**config.mk**
```make
export PLATFORM = sky130hd
export DESIGN_NAME = cajero_controlador
export DESIGN_NICKNAME = d
export VERILOG_FILES = /design/src/rtl/cajero_controlador.sv
export SDC_FILE = /design/constraint.sdc
export NUM_CORES = 1
export LEC_CHECK = 0
export CAP_MARGIN = 20
export CORE_MARGIN = 4
export CORE_UTILIZATION = 40
export CTS_CLUSTER_DIAMETER = 120
export DETAILED_ROUTE_END_ITERATION = 12
export PLACE_DENSITY = 0.68
export SYNTH_ARGS = -nofsm -noshare
export SYNTH_HDL_FRONTEND = slang
export SYNTH_SLANG_ARGS = --single-unit
```
**constraint.sdc**
```tcl
create_clock -name clk -period 6.4 [get_ports clk]
set_input_delay 1.28 -clock clk [delete_from_list [all_inputs] [get_ports clk]]
set_output_delay 1.28 -clock clk [all_outputs]
set_load 0.02 [all_outputs]
```
**src/rtl/cajero_controlador.sv**
```systemverilog
// Transaction sequencer for the automatic cashier.
// Flow: card accept -> PIN entry -> PIN check (with lockout) -> one deposit or
// withdrawal -> session end. Every output is registered. A pulse output is
// raised by the edge that leaves the state owning that action, so it is
// visible for the one cycle after that edge.
//
// Strobe protocol: digito_stb, monto_stb and tarjeta_recibida carry no ready
// signal. The value that goes with a strobe is taken in the same cycle as the
// strobe. A strobe is accepted only in the state that owns it: tarjeta_recibida
// in IDLE, digito_stb in PIN, monto_stb in TRANS. In every other state the
// strobe is dropped without side effects.
//
// estado_dbg shows the state register for checkers. The encoding is
// IDLE=0, PIN=1, CHECK=2, TRANS=3, DEPOSITO=4, RETIRO=5, FIN=6, BLOQUEO=7.
module cajero_controlador #(
  parameter int PIN_DIGITS   = 4,
  parameter int MAX_INTENTOS = 3,
  parameter int BALANCE_W    = 64,
  parameter int MONTO_W      = 32,
  parameter int TIMEOUT_CYC  = 1024
) (
  input  logic                    clk,
  input  logic                    reset,
  input  logic                    tarjeta_recibida,
  input  logic [4*PIN_DIGITS-1:0] pin_tarjeta,
  input  logic [BALANCE_W-1:0]    balance_inicial,
  input  logic [3:0]              digito,
  input  logic                    digito_stb,
  input  logic                    tipo_trans,
  input  logic [MONTO_W-1:0]      monto,
  input  logic                    monto_stb,
  output logic [BALANCE_W-1:0]    balance,
  output logic                    balance_actualizado,
  output logic                    entregar_dinero,
  output logic                    fondos_insuficientes,
  output logic                    pin_incorrecto,
  output logic                    advertencia,
  output logic                    bloqueo,
  output logic                    fin,
  output logic [2:0]              estado_dbg
);

  localparam int PIN_W = 4 * PIN_DIGITS;
  localparam int CNT_W = $clog2(PIN_DIGITS + 1);
  localparam int INT_W = $clog2(MAX_INTENTOS + 1);
  localparam int TMO_W = $clog2(TIMEOUT_CYC + 1);

  localparam logic [CNT_W-1:0] CNT_LAST = CNT_W'(PIN_DIGITS - 1);
  localparam logic [INT_W-1:0] INT_MAX  = INT_W'(MAX_INTENTOS);
  localparam logic [INT_W-1:0] INT_WARN = INT_W'(MAX_INTENTOS - 1);
  localparam logic [TMO_W-1:0] TMO_LAST = TMO_W'(TIMEOUT_CYC - 1);

  typedef enum logic [2:0] {
    IDLE     = 3'd0,
    PIN      = 3'd1,
    CHECK    = 3'd2,
    TRANS    = 3'd3,
    DEPOSITO = 3'd4,
    RETIRO   = 3'd5,
    FIN      = 3'd6,
    BLOQUEO  = 3'd7
  } estado_t;

  estado_t              estado_q, estado_d;
  logic [PIN_W-1:0]     pin_ref_q, pin_ref_d;
  logic [PIN_W-1:0]     entrada_q, entrada_d;
  logic [CNT_W-1:0]     cnt_q, cnt_d;
  logic [INT_W-1:0]     intentos_q, intentos_d;
  logic [TMO_W-1:0]     tmo_q, tmo_d;
  logic                 tipo_q, tipo_d;
  logic [MONTO_W-1:0]   monto_q, monto_d;
  logic [BALANCE_W-1:0] balance_q, balance_d;
  logic                 act_q, act_d;
  logic                 entregar_q, entregar_d;
  logic                 fondos_q, fondos_d;
  logic                 pin_inc_q, pin_inc_d;
  logic                 adv_q, adv_d;
  logic                 bloq_q, bloq_d;
  logic                 fin_q, fin_d;

  logic                 digito_ok;
  logic [INT_W-1:0]     intentos_inc;
  logic [BALANCE_W:0]   suma;
  logic [BALANCE_W-1:0] monto_ext;
  logic                 cabe;

  // Arithmetic shared by the deposit and withdrawal states.
  // suma keeps the carry so that a deposit can saturate instead of wrapping.
  always_comb begin
    digito_ok    = (digito <= 4'd9);
    intentos_inc = intentos_q + 1'b1;
    monto_ext    = BALANCE_W'(monto_q);
    suma         = {1'b0, balance_q} + (BALANCE_W + 1)'(monto_q);
    cabe         = (monto_ext <= balance_q);
  end

  // Next-state and next-output logic for the session sequencer.
  always_comb begin
    estado_d   = estado_q;
    pin_ref_d  = pin_ref_q;
    entrada_d  = entrada_q;
    cnt_d      = cnt_q;
    intentos_d = intentos_q;
    tmo_d      = tmo_q;
    tipo_d     = tipo_q;
    monto_d    = monto_q;
    balance_d  = balance_q;
    adv_d      = adv_q;
    bloq_d     = bloq_q;
    act_d      = 1'b0;
    entregar_d = 1'b0;
    fondos_d   = 1'b0;
    pin_inc_d  = 1'b0;
    fin_d      = 1'b0;

    case (estado_q)
      IDLE: begin
        if (tarjeta_recibida) begin
          pin_ref_d  = pin_tarjeta;
          balance_d  = balance_inicial;
          entrada_d  = '0;
          cnt_d      = '0;
          intentos_d = '0;
          tmo_d      = '0;
          estado_d   = PIN;
        end
      end

      PIN: begin
        if (digito_stb && digito_ok) begin
          // The newest digit enters at the LSB, so the first digit typed
          // ends up in the most significant nibble.
          entrada_d = PIN_W'({entrada_q, digito});
          cnt_d     = cnt_q + 1'b1;
          tmo_d     = '0;
          if (cnt_q == CNT_LAST) begin
            estado_d = CHECK;
          end
        end else if (digito_stb) begin
          // A non-BCD key is dropped. It leaves the idle timer unchanged too.
          tmo_d = tmo_q;
        end else if (tmo_q == TMO_LAST) begin
          tmo_d    = '0;
          estado_d = FIN;
        end else begin
          tmo_d = tmo_q + 1'b1;
        end
      end

      CHECK: begin
        if (entrada_q == pin_ref_q) begin
          intentos_d = '0;
          adv_d      = 1'b0;
          tmo_d      = '0;
          estado_d   = TRANS;
        end else begin
          intentos_d = intentos_inc;
          pin_inc_d  = 1'b1;
          if (intentos_inc == INT_MAX) begin
            adv_d    = 1'b0;
            bloq_d   = 1'b1;
            estado_d = BLOQUEO;
          end else begin
            adv_d     = (intentos_inc == INT_WARN);
            entrada_d = '0;
            cnt_d     = '0;
            tmo_d     = '0;
            estado_d  = PIN;
          end
        end
      end

      TRANS: begin
        if (monto_stb) begin
          tipo_d   = tipo_trans;
          monto_d  = monto;
          tmo_d    = '0;
          estado_d = tipo_trans ? RETIRO : DEPOSITO;
        end else if (tmo_q == TMO_LAST) begin
          tmo_d    = '0;
          estado_d = FIN;
        end else begin
          tmo_d = tmo_q + 1'b1;
        end
      end

      DEPOSITO: begin
        balance_d = suma[BALANCE_W] ? {BALANCE_W{1'b1}} : suma[BALANCE_W-1:0];
        act_d     = 1'b1;
        estado_d  = FIN;
      end

      RETIRO: begin
        if (cabe) begin
          balance_d  = balance_q - monto_ext;
          entregar_d = 1'b1;
          act_d      = 1'b1;
        end else begin
          fondos_d = 1'b1;
        end
        estado_d = FIN;
      end

      FIN: begin
        fin_d    = 1'b1;
        adv_d    = 1'b0;
        estado_d = IDLE;
      end

      BLOQUEO: begin
        // Locked card: every input is ignored, and only reset leaves this state.
        bloq_d = 1'b1;
        adv_d  = 1'b0;
      end

      default: begin
        estado_d = IDLE;
      end
    endcase
  end

  // State, datapath and output registers, all cleared by the asynchronous reset.
  always_ff @(posedge clk or posedge reset) begin
    if (reset) begin
      estado_q   <= IDLE;
      pin_ref_q  <= '0;
      entrada_q  <= '0;
      cnt_q      <= '0;
      intentos_q <= '0;
      tmo_q      <= '0;
      tipo_q     <= 1'b0;
      monto_q    <= '0;
      balance_q  <= '0;
      act_q      <= 1'b0;
      entregar_q <= 1'b0;
      fondos_q   <= 1'b0;
      pin_inc_q  <= 1'b0;
      adv_q      <= 1'b0;
      bloq_q     <= 1'b0;
      fin_q      <= 1'b0;
    end else begin
      estado_q   <= estado_d;
      pin_ref_q  <= pin_ref_d;
      entrada_q  <= entrada_d;
      cnt_q      <= cnt_d;
      intentos_q <= intentos_d;
      tmo_q      <= tmo_d;
      tipo_q     <= tipo_d;
      monto_q    <= monto_d;
      balance_q  <= balance_d;
      act_q      <= act_d;
      entregar_q <= entregar_d;
      fondos_q   <= fondos_d;
      pin_inc_q  <= pin_inc_d;
      adv_q      <= adv_d;
      bloq_q     <= bloq_d;
      fin_q      <= fin_d;
    end
  end

  assign balance              = balance_q;
  assign balance_actualizado  = act_q;
  assign entregar_dinero      = entregar_q;
  assign fondos_insuficientes = fondos_q;
  assign pin_incorrecto       = pin_inc_q;
  assign advertencia          = adv_q;
  assign bloqueo              = bloq_q;
  assign fin                  = fin_q;
  assign estado_dbg           = estado_q;

endmodule
```
==> qor.yml <==
initialDrtViolationCount: 1645
pin_count_of_the_biggest_net_entering_global_routing: 109
post_cts_hold_buffer_count: 0
wire_per_inst_um: 21.1
yosys.cell_types.count: 77
initial_utilization: 0.407
cts_made_buffers: 17
port-buffer-count: 195
post_synth.cell_area_avg_um2: 7.88
crit_type: "flip-flop to flip-flop"
post_synth_and_or_nand_nor_area_fraction: 0.213
placeable_area_um2: 30700
final_period_minus_worst_setup_slack_ps: 4420
worstSetupStartpointType: "flip-flop"
vias: 13200
hold_class: "flip-flop to flip-flop"
finish.utilization: 0.498
cts_num_sinks: 154
cpLargestDelayFamily: "simple AND/OR/NAND/NOR gates"
seq_area_frac_synth: 0.308
yosys-mux-area-fraction: 0.0465
finalWorstSetupSlack_ps: 1980
layout_cell_area_excl_fill_um2: 15300
synth_top_cells_by_area: "sky130_fd_sc_hd__dfrtp_1 (31%), sky130_fd_sc_hd__ha_1 (6.9%), sky130_fd_sc_hd__a21oi_1 (5.6%)"
rows: 64
cp-end-kind: "flip-flop"
synth_top_cell_area_share: 0.308
drt_drc_violations_left: 0
antennaDiodeCount: 0
design_power_total_mw: 9.30
setup_repair_after_global_routing_missed_its_margin: "false"
global_route.overflow_total: 0
post_synthesis_xor_xnor_area_fraction: 0.0336
vdd_ir_drop_max_v: 0.000278
final_hold_violation_count: 0
number_of_antenna_violations_at_the_first_check_in_global_routing: 0
crit_path_cell_trace: "inv_1 -> ha_1 -> fa_1 -> nand2b_1 -> a21o_1 -> a21oi_1 -> a211oi_1 -> nor3b_1 -> o21a_2 -> buf_4 -> nand2_2 -> inv_2 -> and3_1 -> a21oi_1 -> o21ai_1"
ys_warn_count: 0
dpl.cell_count: 2083
number_of_enable_flip_flop_cells_after_synthesis: 0
grtUsageTotal: 0.255
yosys.area_share.adder: 0.0723
min_period_over_period: 0.691
fmax_mhz: 226
p_per_area_nw_per_um2: 607
area_growth_pct: 22.5
fp.dieArea_um2: 34200
critical_path.max_fanout: 46
report.final.setup_viol: 0
grt_first_pass_wirelength_mm: 69.8
yosys_most_used_dff: "sky130_fd_sc_hd__dfrtp_1"
clock_pin_slew_reported_for_the_worst_setup_and_hold_paths_after_clock_tree_synthesis_ps: 70
tightestPinTransition_ps: 951
finalSetupTns_ps: 0
netlist_area_um2: 12500
first_global_vias: 12600
leakagePower_nw: 6.17
dp_hpwl_mm: 32.0
filler_cell_count: 3003
post_route_cells_drive_above_1_share: 0.0743
combinational_family_with_the_most_area_after_synthesis: "compound AO/OA/AOI/OAI gates"
drv_cap: 0
stdcell_count: 2119
post-place-ws_ps: 2070
cts.repair_timing.setup_buffer_count: 0
crit_path_top_delay_cell: "sky130_fd_sc_hd__nor3b_1"
worstSkewPairLatency_ps: 440
postSynthRegisterBits: 154
route.detailed.vias_per_inst: 6.21
gp_congestion: 0.967
synthCells: 1586
die_width_um: 185
async_reset_ff_frac: 1.00
io_pins: 196
clk_path_buf_depth: 2
crit_path_max_incr_delay_ps: 800
tritoncts: "built"
syn_nets: 1779
worst-endpoint-required_ps: 6770
drtAntennaViolNets: 0
synth-compound-area-share: 0.267
critical_path.n_buffers_inverters: 3
postRouteWirelength_mm: 44.7
nNetsFinal: 1903
arrival_ps: 4790
outcome: "completed"
timing.max_slew.rel_slack: 0.364
drt_first_pass_iters: 6
postPlaceCellArea_um2: 14600
htreeDepth: 4
postCtsResizedCells: 0
holdWs_ps: 488
crit_path_frequent_cell: "sky130_fd_sc_hd__a21oi_1"
clock-root-buffer: "sky130_fd_sc_hd__clkbuf_16"
synthDominantAreaCellType: "sky130_fd_sc_hd__dfrtp_1"
dieHeight_um: 185
fin_worst_skew_ps: 17.3
slew_viol_final: 0
==> routing by layer <==
layer / track usage / up-vias / wire (µm)
met5: 0 / - / 0
met4: 0.0819 / 0 / 1270
met3: 0.0566 / 97 / 4280
met2: 0.395 / 700 / 20100
met1: 0.354 / 6316 / 19100
li1: - / 6047 / -
==> sequential cells by signal, summed over array words and instances (netlist names), 2 cells and up <==
name and count:
intentos_q 2, tmo_q 11, monto_q 32, pin_ref_q 16, estado_dbg 3, balance 64
cnt_q 3, entrada_q 16
==> cell families after synthesis <==
logic type | Yosys count
AOI/OAI and AO/OA | 507
xor gates and xnor gates | 48
adders and majority gates | 71
buffers and inverters | 188
DFF | 154
muxes | 52
and+or+nand+nor | 566
==> path summary, 6_finish.rpt <==
path | startpoint | endpoint | slack [ps] | depth (start not counted)
worst max-delay path | balance[0] | balance[61] | 1980 | 15
worst min-delay path | cnt_q[2] | cnt_q[2] | 490 | 2
worst max register to register | balance[0] | balance[61] | 1980 | 15
worst min register to register | cnt_q[2] | cnt_q[2] | 490 | 2
max in group asynchronous | reset | balance[25] | 3790 | 4
min in group asynchronous | reset | pin_ref_q[15] | 1250 | 2
==> Yosys cell counts (20+ instances only) <==
library cell	count
sky130_fd_sc_hd__a21oi_1	140
sky130_fd_sc_hd__a22oi_1	20
sky130_fd_sc_hd__a31oi_1	26
sky130_fd_sc_hd__clkbuf_1	84
sky130_fd_sc_hd__dfrtp_1	154
sky130_fd_sc_hd__ha_1	69
sky130_fd_sc_hd__inv_1	77
sky130_fd_sc_hd__mux2_2	49
sky130_fd_sc_hd__nand2_1	164
sky130_fd_sc_hd__nand3_1	46
sky130_fd_sc_hd__nand4_1	26
sky130_fd_sc_hd__nor2_1	168
sky130_fd_sc_hd__nor3_1	34
sky130_fd_sc_hd__nor4_1	24
sky130_fd_sc_hd__o21ai_0	99
sky130_fd_sc_hd__o31ai_1	22
sky130_fd_sc_hd__xnor2_1	41
==> placed cells by master (no fill, tap or decap), types with 19 or more instances in the layout <==
master,synthesis,layout
sky130_fd_sc_hd__o31ai_1,22,22
sky130_fd_sc_hd__nor3_1,34,34
sky130_fd_sc_hd__o21ai_0,99,99
sky130_fd_sc_hd__a31oi_1,26,26
sky130_fd_sc_hd__xnor2_1,41,41
sky130_fd_sc_hd__nor4_1,24,24
sky130_fd_sc_hd__ha_1,69,69
sky130_fd_sc_hd__a22oi_1,20,20
sky130_fd_sc_hd__nand3_1,46,46
sky130_fd_sc_hd__inv_1,77,76
sky130_fd_sc_hd__dfrtp_1,154,154
sky130_fd_sc_hd__nand4_1,26,26
sky130_fd_sc_hd__mux2_2,49,49
sky130_fd_sc_hd__a21oi_1,140,140
sky130_fd_sc_hd__clkdlybuf4s50_1,0,195
sky130_fd_sc_hd__nand2b_1,19,19
sky130_fd_sc_hd__nor2_1,168,165
sky130_fd_sc_hd__nand2_1,164,163
==> worst register-to-register path, delay by kind of cell, from the launching register on <==
family | cells | cell delay [ps]
AO/OA/AOI/OAI | 6 | 1180
buffers and inverters | 3 | 780
flip-flops | 1 | 370
adder cells (fa/ha/maj) | 2 | 650
AND/OR/NAND/NOR | 4 | 1350
==> power by group <==
| part | switching (mW) | internal [mW] |
|---|---|---|
| logic | 3.81 | 2.40 |
| clock network | 0.491 | 0.634 |
| registers | 0.583 | 1.38 |
| total | 4.88 | 4.42 |
==> final cells by class <==
type                    instances  area [µm²]  area share
repair buffers                214        2120       0.138
clock buffers                  17         425      0.0278
clock inverters                15         203      0.0132
inverters                      79         302      0.0197
flip-flops and latches        154        3850       0.252
multi-input cells            1244        7920       0.517
well taps                     396         495      0.0323
No activity file was read; power rests on OpenSTA's default activity.
